<file path="src/rtl/display_share_scheduler.sv">
// Time-shares the 4-digit display between four requesters.
// Round-robin with dwell, requester 0 preempts, blank gap between owners.
module display_share_scheduler #(
  parameter int DWELL_CYCLES = 25_000_000,
  parameter int GAP_CYCLES   = 1_000_000,
  parameter int BLINK_HALF   = 12_500_000,
  parameter int CNT_W        = 26
) (
  input  logic        clk,
  input  logic        reset,
  input  logic [3:0]  req,
  input  logic [15:0] value_bus,
  input  logic [3:0]  blink,
  output logic [3:0]  disp_value,
  output logic        disp_blank,
  output logic [3:0]  grant,
  output logic [1:0]  owner,
  output logic        busy
);

  typedef enum logic [1:0] {
    IDLE,
    SHOW,
    GAP
  } state_t;

  localparam logic [CNT_W-1:0] DWELL_LAST = CNT_W'(DWELL_CYCLES - 1);
  localparam logic [CNT_W-1:0] GAP_LAST   = CNT_W'(GAP_CYCLES - 1);
  localparam logic [CNT_W-1:0] BLINK_LAST = CNT_W'(BLINK_HALF - 1);

  state_t           state, state_n;
  logic [CNT_W-1:0] dwell_cnt, dwell_n;
  logic [CNT_W-1:0] gap_cnt, gap_n;
  logic [CNT_W-1:0] blink_cnt, bcnt_n;
  logic             blink_phase, phase_n;
  logic [3:0]       grant_n;
  logic [1:0]       owner_n;
  logic [3:0]       value_n;
  logic             blank_n;

  logic             win_vld;
  logic [1:0]       win;
  logic [1:0]       cand;
  logic [3:0]       owner_hot;
  logic [3:0]       own_val;
  logic [3:0]       win_val;
  logic             leave;
  logic             start;

  // Arbitration: requester 0 wins outright, else search from owner+1
  always_comb begin
    win_vld = 1'b0;
    win     = 2'd0;
    cand    = 2'd0;
    if (req[0]) begin
      win_vld = 1'b1;
      win     = 2'd0;
    end else begin
      for (int k = 4; k >= 1; k--) begin
        cand = owner + 2'(k);
        if (req[cand]) begin
          win_vld = 1'b1;
          win     = cand;
        end
      end
    end
  end

  assign owner_hot = 4'b0001 << owner;
  assign own_val   = value_bus[{owner, 2'b00} +: 4];
  assign win_val   = value_bus[{win, 2'b00} +: 4];
  assign busy      = (state != IDLE);

  // Exit from SHOW: release, preempt by 0, or dwell expiry with contenders
  always_comb begin
    leave = 1'b0;
    if (!req[owner]) begin
      leave = 1'b1;
    end else if (req[0] && owner != 2'd0) begin
      leave = 1'b1;
    end else if (dwell_cnt == DWELL_LAST && |(req & ~owner_hot)) begin
      leave = 1'b1;
    end
  end

  // Next-state and registered-output computation
  always_comb begin
    state_n = state;
    grant_n = grant;
    owner_n = owner;
    value_n = disp_value;
    blank_n = disp_blank;
    dwell_n = dwell_cnt;
    gap_n   = gap_cnt;
    bcnt_n  = blink_cnt;
    phase_n = blink_phase;
    start   = 1'b0;
    unique case (state)
      IDLE: begin
        grant_n = '0;
        value_n = '0;
        blank_n = 1'b1;
        start   = win_vld;
      end
      SHOW: begin
        if (leave) begin
          state_n = GAP;
          grant_n = '0;
          value_n = '0;
          blank_n = 1'b1;
          gap_n   = '0;
        end else begin
          if (dwell_cnt == DWELL_LAST) begin
            dwell_n = '0;
          end else begin
            dwell_n = dwell_cnt + 1'b1;
          end
          if (blink_cnt == BLINK_LAST) begin
            bcnt_n  = '0;
            phase_n = ~blink_phase;
          end else begin
            bcnt_n  = blink_cnt + 1'b1;
          end
          value_n = own_val;
          blank_n = blink[owner] & phase_n;
        end
      end
      GAP: begin
        if (gap_cnt == GAP_LAST) begin
          if (win_vld) begin
            start = 1'b1;
          end else begin
            state_n = IDLE;
            grant_n = '0;
            value_n = '0;
            blank_n = 1'b1;
          end
        end else begin
          gap_n = gap_cnt + 1'b1;
        end
      end
      default: begin
        state_n = IDLE;
        grant_n = '0;
        value_n = '0;
        blank_n = 1'b1;
      end
    endcase
    if (start) begin
      state_n = SHOW;
      grant_n = 4'b0001 << win;
      owner_n = win;
      value_n = win_val;
      blank_n = 1'b0;
      dwell_n = '0;
      bcnt_n  = '0;
      phase_n = 1'b0;
    end
  end

  // State, counters and registered outputs
  always_ff @(posedge clk or posedge reset) begin
    if (reset) begin
      state       <= IDLE;
      grant       <= '0;
      owner       <= 2'd3;
      disp_value  <= '0;
      disp_blank  <= 1'b1;
      dwell_cnt   <= '0;
      gap_cnt     <= '0;
      blink_cnt   <= '0;
      blink_phase <= 1'b0;
    end else begin
      state       <= state_n;
      grant       <= grant_n;
      owner       <= owner_n;
      disp_value  <= value_n;
      disp_blank  <= blank_n;
      dwell_cnt   <= dwell_n;
      gap_cnt     <= gap_n;
      blink_cnt   <= bcnt_n;
      blink_phase <= phase_n;
    end
  end

endmodule
</file>
<file path="config.mk">
export PLATFORM = sky130hd
export DESIGN_NAME = display_share_scheduler
export DESIGN_NICKNAME = d
export VERILOG_FILES = /design/src/rtl/display_share_scheduler.sv
export SDC_FILE = /design/constraint.sdc
export NUM_CORES = 1
export LEC_CHECK = 0
export ABC_AREA = 1
export CORE_MARGIN = 2
export CORE_UTILIZATION = 34
export CTS_CLUSTER_DIAMETER = 200
export CTS_CLUSTER_SIZE = 24
export DETAILED_ROUTE_END_ITERATION = 7
export PLACE_DENSITY = 0.57
export SLEW_MARGIN = 20
export SYNTH_ARGS = -nofsm -noshare
export SYNTH_HDL_FRONTEND = slang
export SYNTH_SLANG_ARGS = --single-unit
</file>
<file path="constraint.sdc">
create_clock -name clk -period 2.95 [get_ports clk]
set_input_delay 0.295 -clock clk [delete_from_list [all_inputs] [get_ports clk]]
set_output_delay 0.295 -clock clk [all_outputs]
set_load 0.01 [all_outputs]
</file>
* Word level (Yosys, flattened, before mapping) *
Cells that the tools add are included.

cells by class
  add/subtract/negate cells = 6
  order comparisons = 4
  eq/ne operators = 12
  shift-type cells = 4
  multiplexer cells = 61
  bitwise operators = 4
  reduce and logical (&&, ||, !) cells = 13

operator list
  kind                                                                  count
  26-bit 2-to-1 mux                                                     10
  26-bit by 1-bit adder with 26-bit output, second input constant       3
  26-bit one-hot mux with 2 select lines                                1
  16-bit by 5-bit indexed part select with 4-bit output                 2
  26-bit by 20-bit == test with 1-bit output, second input constant     1
  26-bit by 24-bit == test with 1-bit output, second input constant     1
  26-bit by 25-bit == test with 1-bit output, second input constant     1
  1-bit 2-to-1 mux                                                      25
  4-bit 2-to-1 mux                                                      6
  2-bit 2-to-1 mux                                                      9
  4-bit one-hot mux with 2 select lines                                 2
  2-bit by 3-bit < comparator with 1-bit output, second input constant  4
  1-bit binary-select mux with 2-bit select                             5
  3-bit != test, second input constant                                  3
  2-bit nonzero test                                                    4
  1-bit by 2-bit left shift with 4-bit output, first input constant     2
  2-bit != test, second input constant                                  3
  2-bit one-hot mux with 3 select lines                                 1
  3-bit AND reduction                                                   2
  2-bit adder, second input constant                                    2
  4-bit AND                                                             1
  4-bit NOT                                                             1
  1-bit one-hot mux with 2 select lines                                 2
  2-bit AND reduction                                                   2
  10 further kinds                                                      11

word-level totals
  flip-flop bits (word level) = 92
  output and inout port bits = 12
  logic and storage cells = 113

* Depth between registers and ports, before layout *
  word-level depth = 14
  depth in mapped cells = 15
  mapped depth without buffers = 13

* Worst setup path after synthesis *
Ideal clock, no wire load.

  path kind = flip-flop to flip-flop
  from = reg owner[0]
  to = reg disp_value[0]
  library setup time = 124 ps
  arrival = 2192 ps
  required time = 2826 ps
  path slack = 633 ps
  cell stages (with the launch flop) = 16
  clock period less this slack = 2317 ps
  cell sequence = dfstp_2 inv_2 clkbuf_1 ha_1 inv_1 nand3_1 nand2_1 inv_1 nand2_1 nand2_2 nand2_1 buf_4 nand2_1 nand3_1 nand3_1 nand3_1

on the way
  longest elaborated chain between the ends = 12

ends and longest elaborated chain
  element                                                                               line        RTL
  start, declared                                                                       17          output logic [1:0] owner,
  start signal, assigned                                                                176         owner <= owner_n;
  2-bit adder / 1-bit binary-select mux with 2-bit select (equally long branches)       60, 61, 77
  1-bit binary-select mux with 2-bit select / 1-bit 2-to-1 mux (equally long branches)  61, 77
  1-bit 2-to-1 mux (implied by the code)                                                61          if (req[cand]) begin
  1-bit 2-to-1 mux (3 in a row)                                                         61
  1-bit 2-to-1 mux                                                                      55          if (req[0]) begin
  1-bit 2-to-1 mux                                                                      130         if (win_vld) begin
  1-bit 2-to-1 mux                                                                      129         if (gap_cnt == GAP_LAST) begin
  1-bit one-hot mux with 2 select lines                                                 98          unique case (state)
  3-bit != test (no source line)                                                        -
  2-bit AND reduction (no source line)                                                  -
  end signal, assigned                                                                  177         disp_value <= value_n;
  end, declared                                                                         14          output logic [3:0] disp_value,

Parallel ways exist; a longest one is shown, timed or not. The select of a mux whose other input is x is not followed.
A chain may end at the register's enable or synchronous reset.

* Worst setup path in the final report *
  from = reg owner[1]
  to = reg dwell_cnt[23]

on the way
  longest elaborated chain between the ends = 12

ends and longest elaborated chain
  element                                                                                                 line        RTL
  2-bit adder / 1-bit binary-select mux with 2-bit select (equally long branches)                         60, 61, 77
  1-bit binary-select mux with 2-bit select / 1-bit 2-to-1 mux (equally long branches)                    61, 77
  1-bit 2-to-1 mux (implied by the code)                                                                  61
  1-bit 2-to-1 mux (3 in a row)                                                                           61
  1-bit 2-to-1 mux                                                                                        55
  1-bit 2-to-1 mux                                                                                        130
  1-bit 2-to-1 mux                                                                                        129
  1-bit one-hot mux with 2 select lines                                                                   98
  2-bit by 1-bit != test with 1-bit output (no source line) / 2-bit nonzero test (equally long branches)  -
  2-bit AND reduction (no source line)                                                                    -
  end signal, assigned                                                                                    179         dwell_cnt <= dwell_n;
  end, declared                                                                                           32          logic [CNT_W-1:0] dwell_cnt, dwell_n;

Parallel ways exist; a longest one is shown, timed or not. The select of a mux whose other input is x is not followed.

==> impl_results.html <==
<table>
<tr><th>Metric</th><th>Value</th></tr>
<tr><th colspan="2">Synth</th></tr>
<tr><td>Fraction of synthesized area in multiplexers</td><td>0.00159</td></tr>
<tr><td>Dominant combinational cell family by area after synthesis</td><td>simple AND/OR/NAND/NOR gates</td></tr>
<tr><td>Post-synthesis sequential element count</td><td>92</td></tr>
<tr><td>Average instance area after synthesis</td><td>6.81 um2</td></tr>
<tr><td>Synthesized cell area</td><td>6290 um2</td></tr>
<tr><td>XOR/XNOR share of the synthesized area</td><td>0.0487</td></tr>
<tr><td>Simple-gate area share of the yosys netlist</td><td>0.397</td></tr>
<tr><td>Sequential fraction of the synthesis area</td><td>0.367</td></tr>
<tr><td>Number of distinct library cells after synthesis</td><td>37</td></tr>
<tr><td>Gate count of the mapped netlist</td><td>~900</td></tr>
<tr><td>Net Count, Synth</td><td>about 960</td></tr>
<tr><td>Adder-cell share of the synthesized area</td><td>0.0139</td></tr>
<tr><td>Compound-Gate Fraction of Synth Area</td><td>0.0834</td></tr>
<tr><td>Warning count from the yosys run</td><td>0</td></tr>
<tr><th colspan="2">Layout</th></tr>
<tr><td>Leading cell type in the layout, fill and taps excluded</td><td>sky130_fd_sc_hd__nand2_1</td></tr>
<tr><td>Fraction of final layout cells with drive strength greater than 1</td><td>0.0532</td></tr>
<tr><td>Final net count</td><td>987</td></tr>
<tr><td>Area growth from synthesis to layout</td><td>13.7%</td></tr>
<tr><td>N_diodes</td><td>0</td></tr>
<tr><td>Core occupancy in the finished layout</td><td>0.395</td></tr>
<tr><td>Most frequent cells in the layout</td><td>sky130_fd_sc_hd__nand2_1, sky130_fd_sc_hd__inv_1, sky130_fd_sc_hd__nand3_1</td></tr>
<tr><th colspan="2">Global routing</th></tr>
<tr><td>Grt met2 use</td><td>0.289</td></tr>
<tr><td>Wire length of the first global-routing pass</td><td>28.6 mm</td></tr>
<tr><td>Pin count of the biggest net entering global routing</td><td>57</td></tr>
<tr><td>Number of global-route vias before repair</td><td>around 5600</td></tr>
<tr><td>Initial antenna violation count</td><td>0</td></tr>
<tr><td>Most crowded layer after global routing</td><td>met2</td></tr>
<tr><td>Global route total overflow</td><td>0</td></tr>
<tr><td>GR Layer Usage met1</td><td>0.253</td></tr>
<tr><td>Fraction of met3 tracks used by global routing</td><td>0.0328</td></tr>
<tr><td>Total GRT Usage</td><td>0.179</td></tr>
<tr><th colspan="2">Timing</th></tr>
<tr><td>Slew at the pin closest to its max-slew limit</td><td>~0.63 ns</td></tr>
<tr><td>Number of hold-slack violations in the final timing report</td><td>0</td></tr>
<tr><td>Setup-violating endpoint count in the final report</td><td>0</td></tr>
<tr><td>Max-slew headroom at the worst pin</td><td>0.581</td></tr>
<tr><td>Fraction of the cycle the final worst path needs</td><td>0.886</td></tr>
<tr><td>Total Negative Setup Slacks</td><td>0 ns</td></tr>
<tr><td>Worst setup slack after layout</td><td>0.337 ns</td></tr>
<tr><td>WHS</td><td>between 0.3 and 0.4 ns</td></tr>
<tr><td>Max Clock Skew</td><td>0.00729 ns</td></tr>
<tr><td>Setup repair after global routing missed its margin</td><td>no</td></tr>
<tr><td>Post-layout min period</td><td>2.61 ns</td></tr>
<tr><td>Fmax</td><td>383 MHz</td></tr>
<tr><td>Max Slew Vio Count</td><td>0</td></tr>
<tr><th colspan="2">Hold path</th></tr>
<tr><td>Class of the worst hold path</td><td>primary input to asynchronous set/reset pin</td></tr>
<tr><th colspan="2">Placed design</th></tr>
<tr><td>Worst-case setup slack after placement</td><td>0.341 ns</td></tr>
<tr><td>Post-DP HPWL</td><td>~12 mm</td></tr>
<tr><td>Count of buffers from port buffering</td><td>37</td></tr>
<tr><td>Weighted congestion reported at the end of routability-driven placement</td><td>about 0.91</td></tr>
<tr><th colspan="2">Clock network</th></tr>
<tr><td>Clock tree buffer depth</td><td>2</td></tr>
<tr><td>Cell at the root of the clock tree</td><td>sky130_fd_sc_hd__clkbuf_16</td></tr>
<tr><td>Setup bufs post-CTS</td><td>0</td></tr>
<tr><td>Clock network latency to the later pin of the worst-skew pair</td><td>0.35 ns</td></tr>
<tr><td># H-tree levels</td><td>3</td></tr>
<tr><td>Post-cts gate resize count</td><td>0</td></tr>
<tr><td>Clock slew seen by the registers of the worst setup and hold paths</td><td>roughly 0.06 ns</td></tr>
<tr><td>TritonCTS sink count</td><td>92</td></tr>
<tr><td>Number of buffers added by the clock tree synthesis step</td><td>9</td></tr>
<tr><td>Clock tree from TritonCTS</td><td>yes</td></tr>
<tr><td>Hold Buf Count CTS</td><td>0</td></tr>
<tr><th colspan="2">Critical path</th></tr>
<tr><td>Kind of start point of the critical path</td><td>register</td></tr>
<tr><td>Buf/Inv on CP</td><td>4</td></tr>
<tr><td>Crit path top cell by count</td><td>sky130_fd_sc_hd__inv_1</td></tr>
<tr><td>Peak fanout along the critical path</td><td>32</td></tr>
<tr><td>Crit Reg-Reg Endpoint</td><td>dwell_cnt[23]</td></tr>
<tr><td>CP Launch Point</td><td>owner[1]</td></tr>
<tr><td>Critical path class</td><td>register to register</td></tr>
<tr><td>Depth of the worst register-to-register path</td><td>12</td></tr>
<tr><td>Capture point of the critical path</td><td>dwell_cnt[23]</td></tr>
<tr><td>Reg2reg setup slack</td><td>0.34 ns</td></tr>
<tr><td>Number of logic stages on the critical path including buffering</td><td>12</td></tr>
<tr><td>CP arrival</td><td>2.83 ns</td></tr>
<tr><td>Critical-path top delay cell</td><td>sky130_fd_sc_hd__dfstp_2</td></tr>
<tr><td>Delay of the slowest cell on the worst path</td><td>0.65 ns</td></tr>
<tr><td>Endpoint class of the critical path</td><td>register</td></tr>
<tr><td>Top delay family on crit path</td><td>buffers and inverters</td></tr>
<tr><td>Data required time at the worst endpoint</td><td>3.17 ns</td></tr>
<tr><td>R2r startpoint</td><td>owner[1]</td></tr>
<tr><td>Chain of cells forming the critical path</td><td>inv_1 &gt; ha_1 &gt; inv_1 &gt; nand3_1 &gt; nand2_1 &gt; inv_1 &gt; nand4_1 &gt; nand3_2 &gt; nand2_4 &gt; clkinv_2 &gt; nand2_1 &gt; o21ai_1</td></tr>
<tr><th colspan="2">Drt</th></tr>
<tr><td>DR vias</td><td>just over 6000</td></tr>
<tr><td>Drt first-iter violations</td><td>501</td></tr>
<tr><td>ANT nets after route</td><td>0</td></tr>
<tr><td>DRC violations left</td><td>0</td></tr>
<tr><td>Number of detailed-route iterations in the first pass</td><td>5</td></tr>
<tr><td>Final wirelength</td><td>17.2 mm</td></tr>
<tr><td>Via density per instance</td><td>5.08</td></tr>
<tr><td>WL/cell</td><td>14.5 um</td></tr>
<tr><th colspan="2">Die</th></tr>
<tr><td>Starting density of the core</td><td>0.348</td></tr>
<tr><td>Top-level I/O count</td><td>38</td></tr>
<tr><td>Overall die width</td><td>140 um</td></tr>
<tr><td>Total Die Area</td><td>19600 um2</td></tr>
<tr><td>Core Region</td><td>18100 um2</td></tr>
<tr><td>Row count</td><td>between 40 and 50</td></tr>
<tr><td>Vertical die dimension</td><td>140 um</td></tr>
<tr><th colspan="2">Power and ir drop</th></tr>
<tr><td>Leakage</td><td>3.14 nW</td></tr>
<tr><td>Worst vdd rail ir drop</td><td>around 0.00037 V</td></tr>
<tr><td>Power density normalized to cell area</td><td>654 nW/um2</td></tr>
<tr><th colspan="2">Outcome</th></tr>
<tr><td>Result of the run</td><td>finished clean</td></tr>
<tr><th colspan="2">Run</th></tr>
<tr><td>Maximum capacitance violations</td><td>0</td></tr>
</table>
[per-stage QoR]
step | cells | total power [mW] | instance area (um2)
after CTS | 1187 | 4.73 | 7150
after global placement | 1172 | 3.55 | 6870
final | 1187 | 4.68 | 7150
after detailed placement | 1172 | 3.55 | 6870
after floorplan | 923 | 3.02 | 6290
after global routing | 1187 | 5.02 | 7150
[cells by family (layout without fill, tap and decap cells)]
| group | after synthesis | count (layout) |
|---|---|---|
| AND/OR/NAND/NOR | 558 | 558 |
| buffers and inverters | 134 | 169 |
| AO/OA/AOI/OAI | 96 | 96 |
| flip-flops | 92 | 92 |
| XOR/XNOR | 35 | 35 |
| adder cells (fa/ha/maj) | 7 | 7 |
| multiplexers | 1 | 1 |
[layout make-up]
class | count | area, um2
Clock inverter | 4 | 51.3
Inverter | 111 | 420
Fill cell | 1861 | 10900
Tap cell | 229 | 287
Clock buffer | 11 | 233
Sequential cell | 92 | 2310
Timing Repair Buffer | 43 | 428
Multi-Input combinational cell | 697 | 3420
[worst register-to-register path: stages, from the launching register on]
cell and delay (ns):
sky130_fd_sc_hd__dfstp_2 0.65, sky130_fd_sc_hd__inv_1 0.17, sky130_fd_sc_hd__ha_1 0.34, sky130_fd_sc_hd__inv_1 0.08, sky130_fd_sc_hd__nand3_1 0.10, sky130_fd_sc_hd__nand2_1 0.10, sky130_fd_sc_hd__inv_1 0.09, sky130_fd_sc_hd__nand4_1 0.10
sky130_fd_sc_hd__nand3_2 0.11, sky130_fd_sc_hd__nand2_4 0.09, sky130_fd_sc_hd__clkinv_2 0.38, sky130_fd_sc_hd__nand2_1 0.19, sky130_fd_sc_hd__o21ai_1 0.08
[sequential cells by signal, indices dropped and copies added (netlist names)]
register	cells
blink_cnt	26
dwell_cnt	26
gap_cnt	26
disp_value	4
grant	4
owner	2
state	2
blink_phase	1
disp_blank	1
[worst min-delay path by stage]
| stage | endpoint | slack [ns] | cells after the start |
|---|---|---|---|
| 5_1_grt | dwell_cnt[9] | 0.39 | 2 |
| 3_5_place_dp | grant[2] | 0.49 | 2 |
| 4_1_cts | dwell_cnt[9] | 0.35 | 2 |
| 3_3_place_gp | disp_value[2] | 0.49 | 2 |
| 6_report | dwell_cnt[9] | 0.33 | 2 |
| 2_1_floorplan | dwell_cnt[1] | 0.47 | 2 |
[Yosys cell counts]
cell type,n,share of area
sky130_fd_sc_hd__nand2_1,257,0.15
sky130_fd_sc_hd__inv_1,105,0.063
sky130_fd_sc_hd__nand3_1,103,0.082
sky130_fd_sc_hd__nor2_1,92,0.055
sky130_fd_sc_hd__dfrtp_1,89,0.35
sky130_fd_sc_hd__nand4_1,41,0.041
sky130_fd_sc_hd__o21ai_1,40,0.032
sky130_fd_sc_hd__o21ai_0,35,0.028
sky130_fd_sc_hd__nor3_1,32,0.025
sky130_fd_sc_hd__xor2_1,29,0.040
sky130_fd_sc_hd__o22ai_1,15,0.015
sky130_fd_sc_hd__nor4_1,9,0.0090
sky130_fd_sc_hd__buf_4,8,0.0096
sky130_fd_sc_hd__buf_2,7,0.0056
sky130_fd_sc_hd__ha_1,7,0.014
sky130_fd_sc_hd__clkbuf_1,6,0.0036
sky130_fd_sc_hd__xnor2_1,6,0.0084
sky130_fd_sc_hd__inv_2,5,0.0030
sky130_fd_sc_hd__nor2_2,5,0.0050
sky130_fd_sc_hd__nand2_2,4,0.0040
sky130_fd_sc_hd__dfstp_2,3,0.013
sky130_fd_sc_hd__o21bai_1,3,0.0036
sky130_fd_sc_hd__or2_2,3,0.0030
sky130_fd_sc_hd__buf_6,2,0.0036
sky130_fd_sc_hd__nand2_4,2,0.0036
sky130_fd_sc_hd__nor3_2,2,0.0032
sky130_fd_sc_hd__nor3b_1,2,0.0024
sky130_fd_sc_hd__o31ai_2,2,0.0040
sky130_fd_sc_hd__a22oi_1,1,0.0012
sky130_fd_sc_hd__and2_1,1,0.0010
sky130_fd_sc_hd__clkinv_2,1,0.00080
sky130_fd_sc_hd__mux2i_1,1,0.0016
sky130_fd_sc_hd__nand3_2,1,0.0016
sky130_fd_sc_hd__nand3_4,1,0.0028
sky130_fd_sc_hd__nand3b_1,1,0.0012
sky130_fd_sc_hd__nor2_4,1,0.0018
sky130_fd_sc_hd__nor3b_2,1,0.0020
[metal layers]
metal	part of all wire	wire length [um]
met5	0	0
met4	0.0082	141
met3	0.041	705
met2	0.46	7910
met1	0.49	8420
[power by group]
part           leakage (nW)  internal [mW]  switching [mW]  total, mW
Combinational          1.75          0.580            1.29       1.87
Sequential             1.26           1.46           0.190       1.65
Clock                 0.136          0.654           0.509       1.16
No activity file was read; power rests on OpenSTA's default activity.
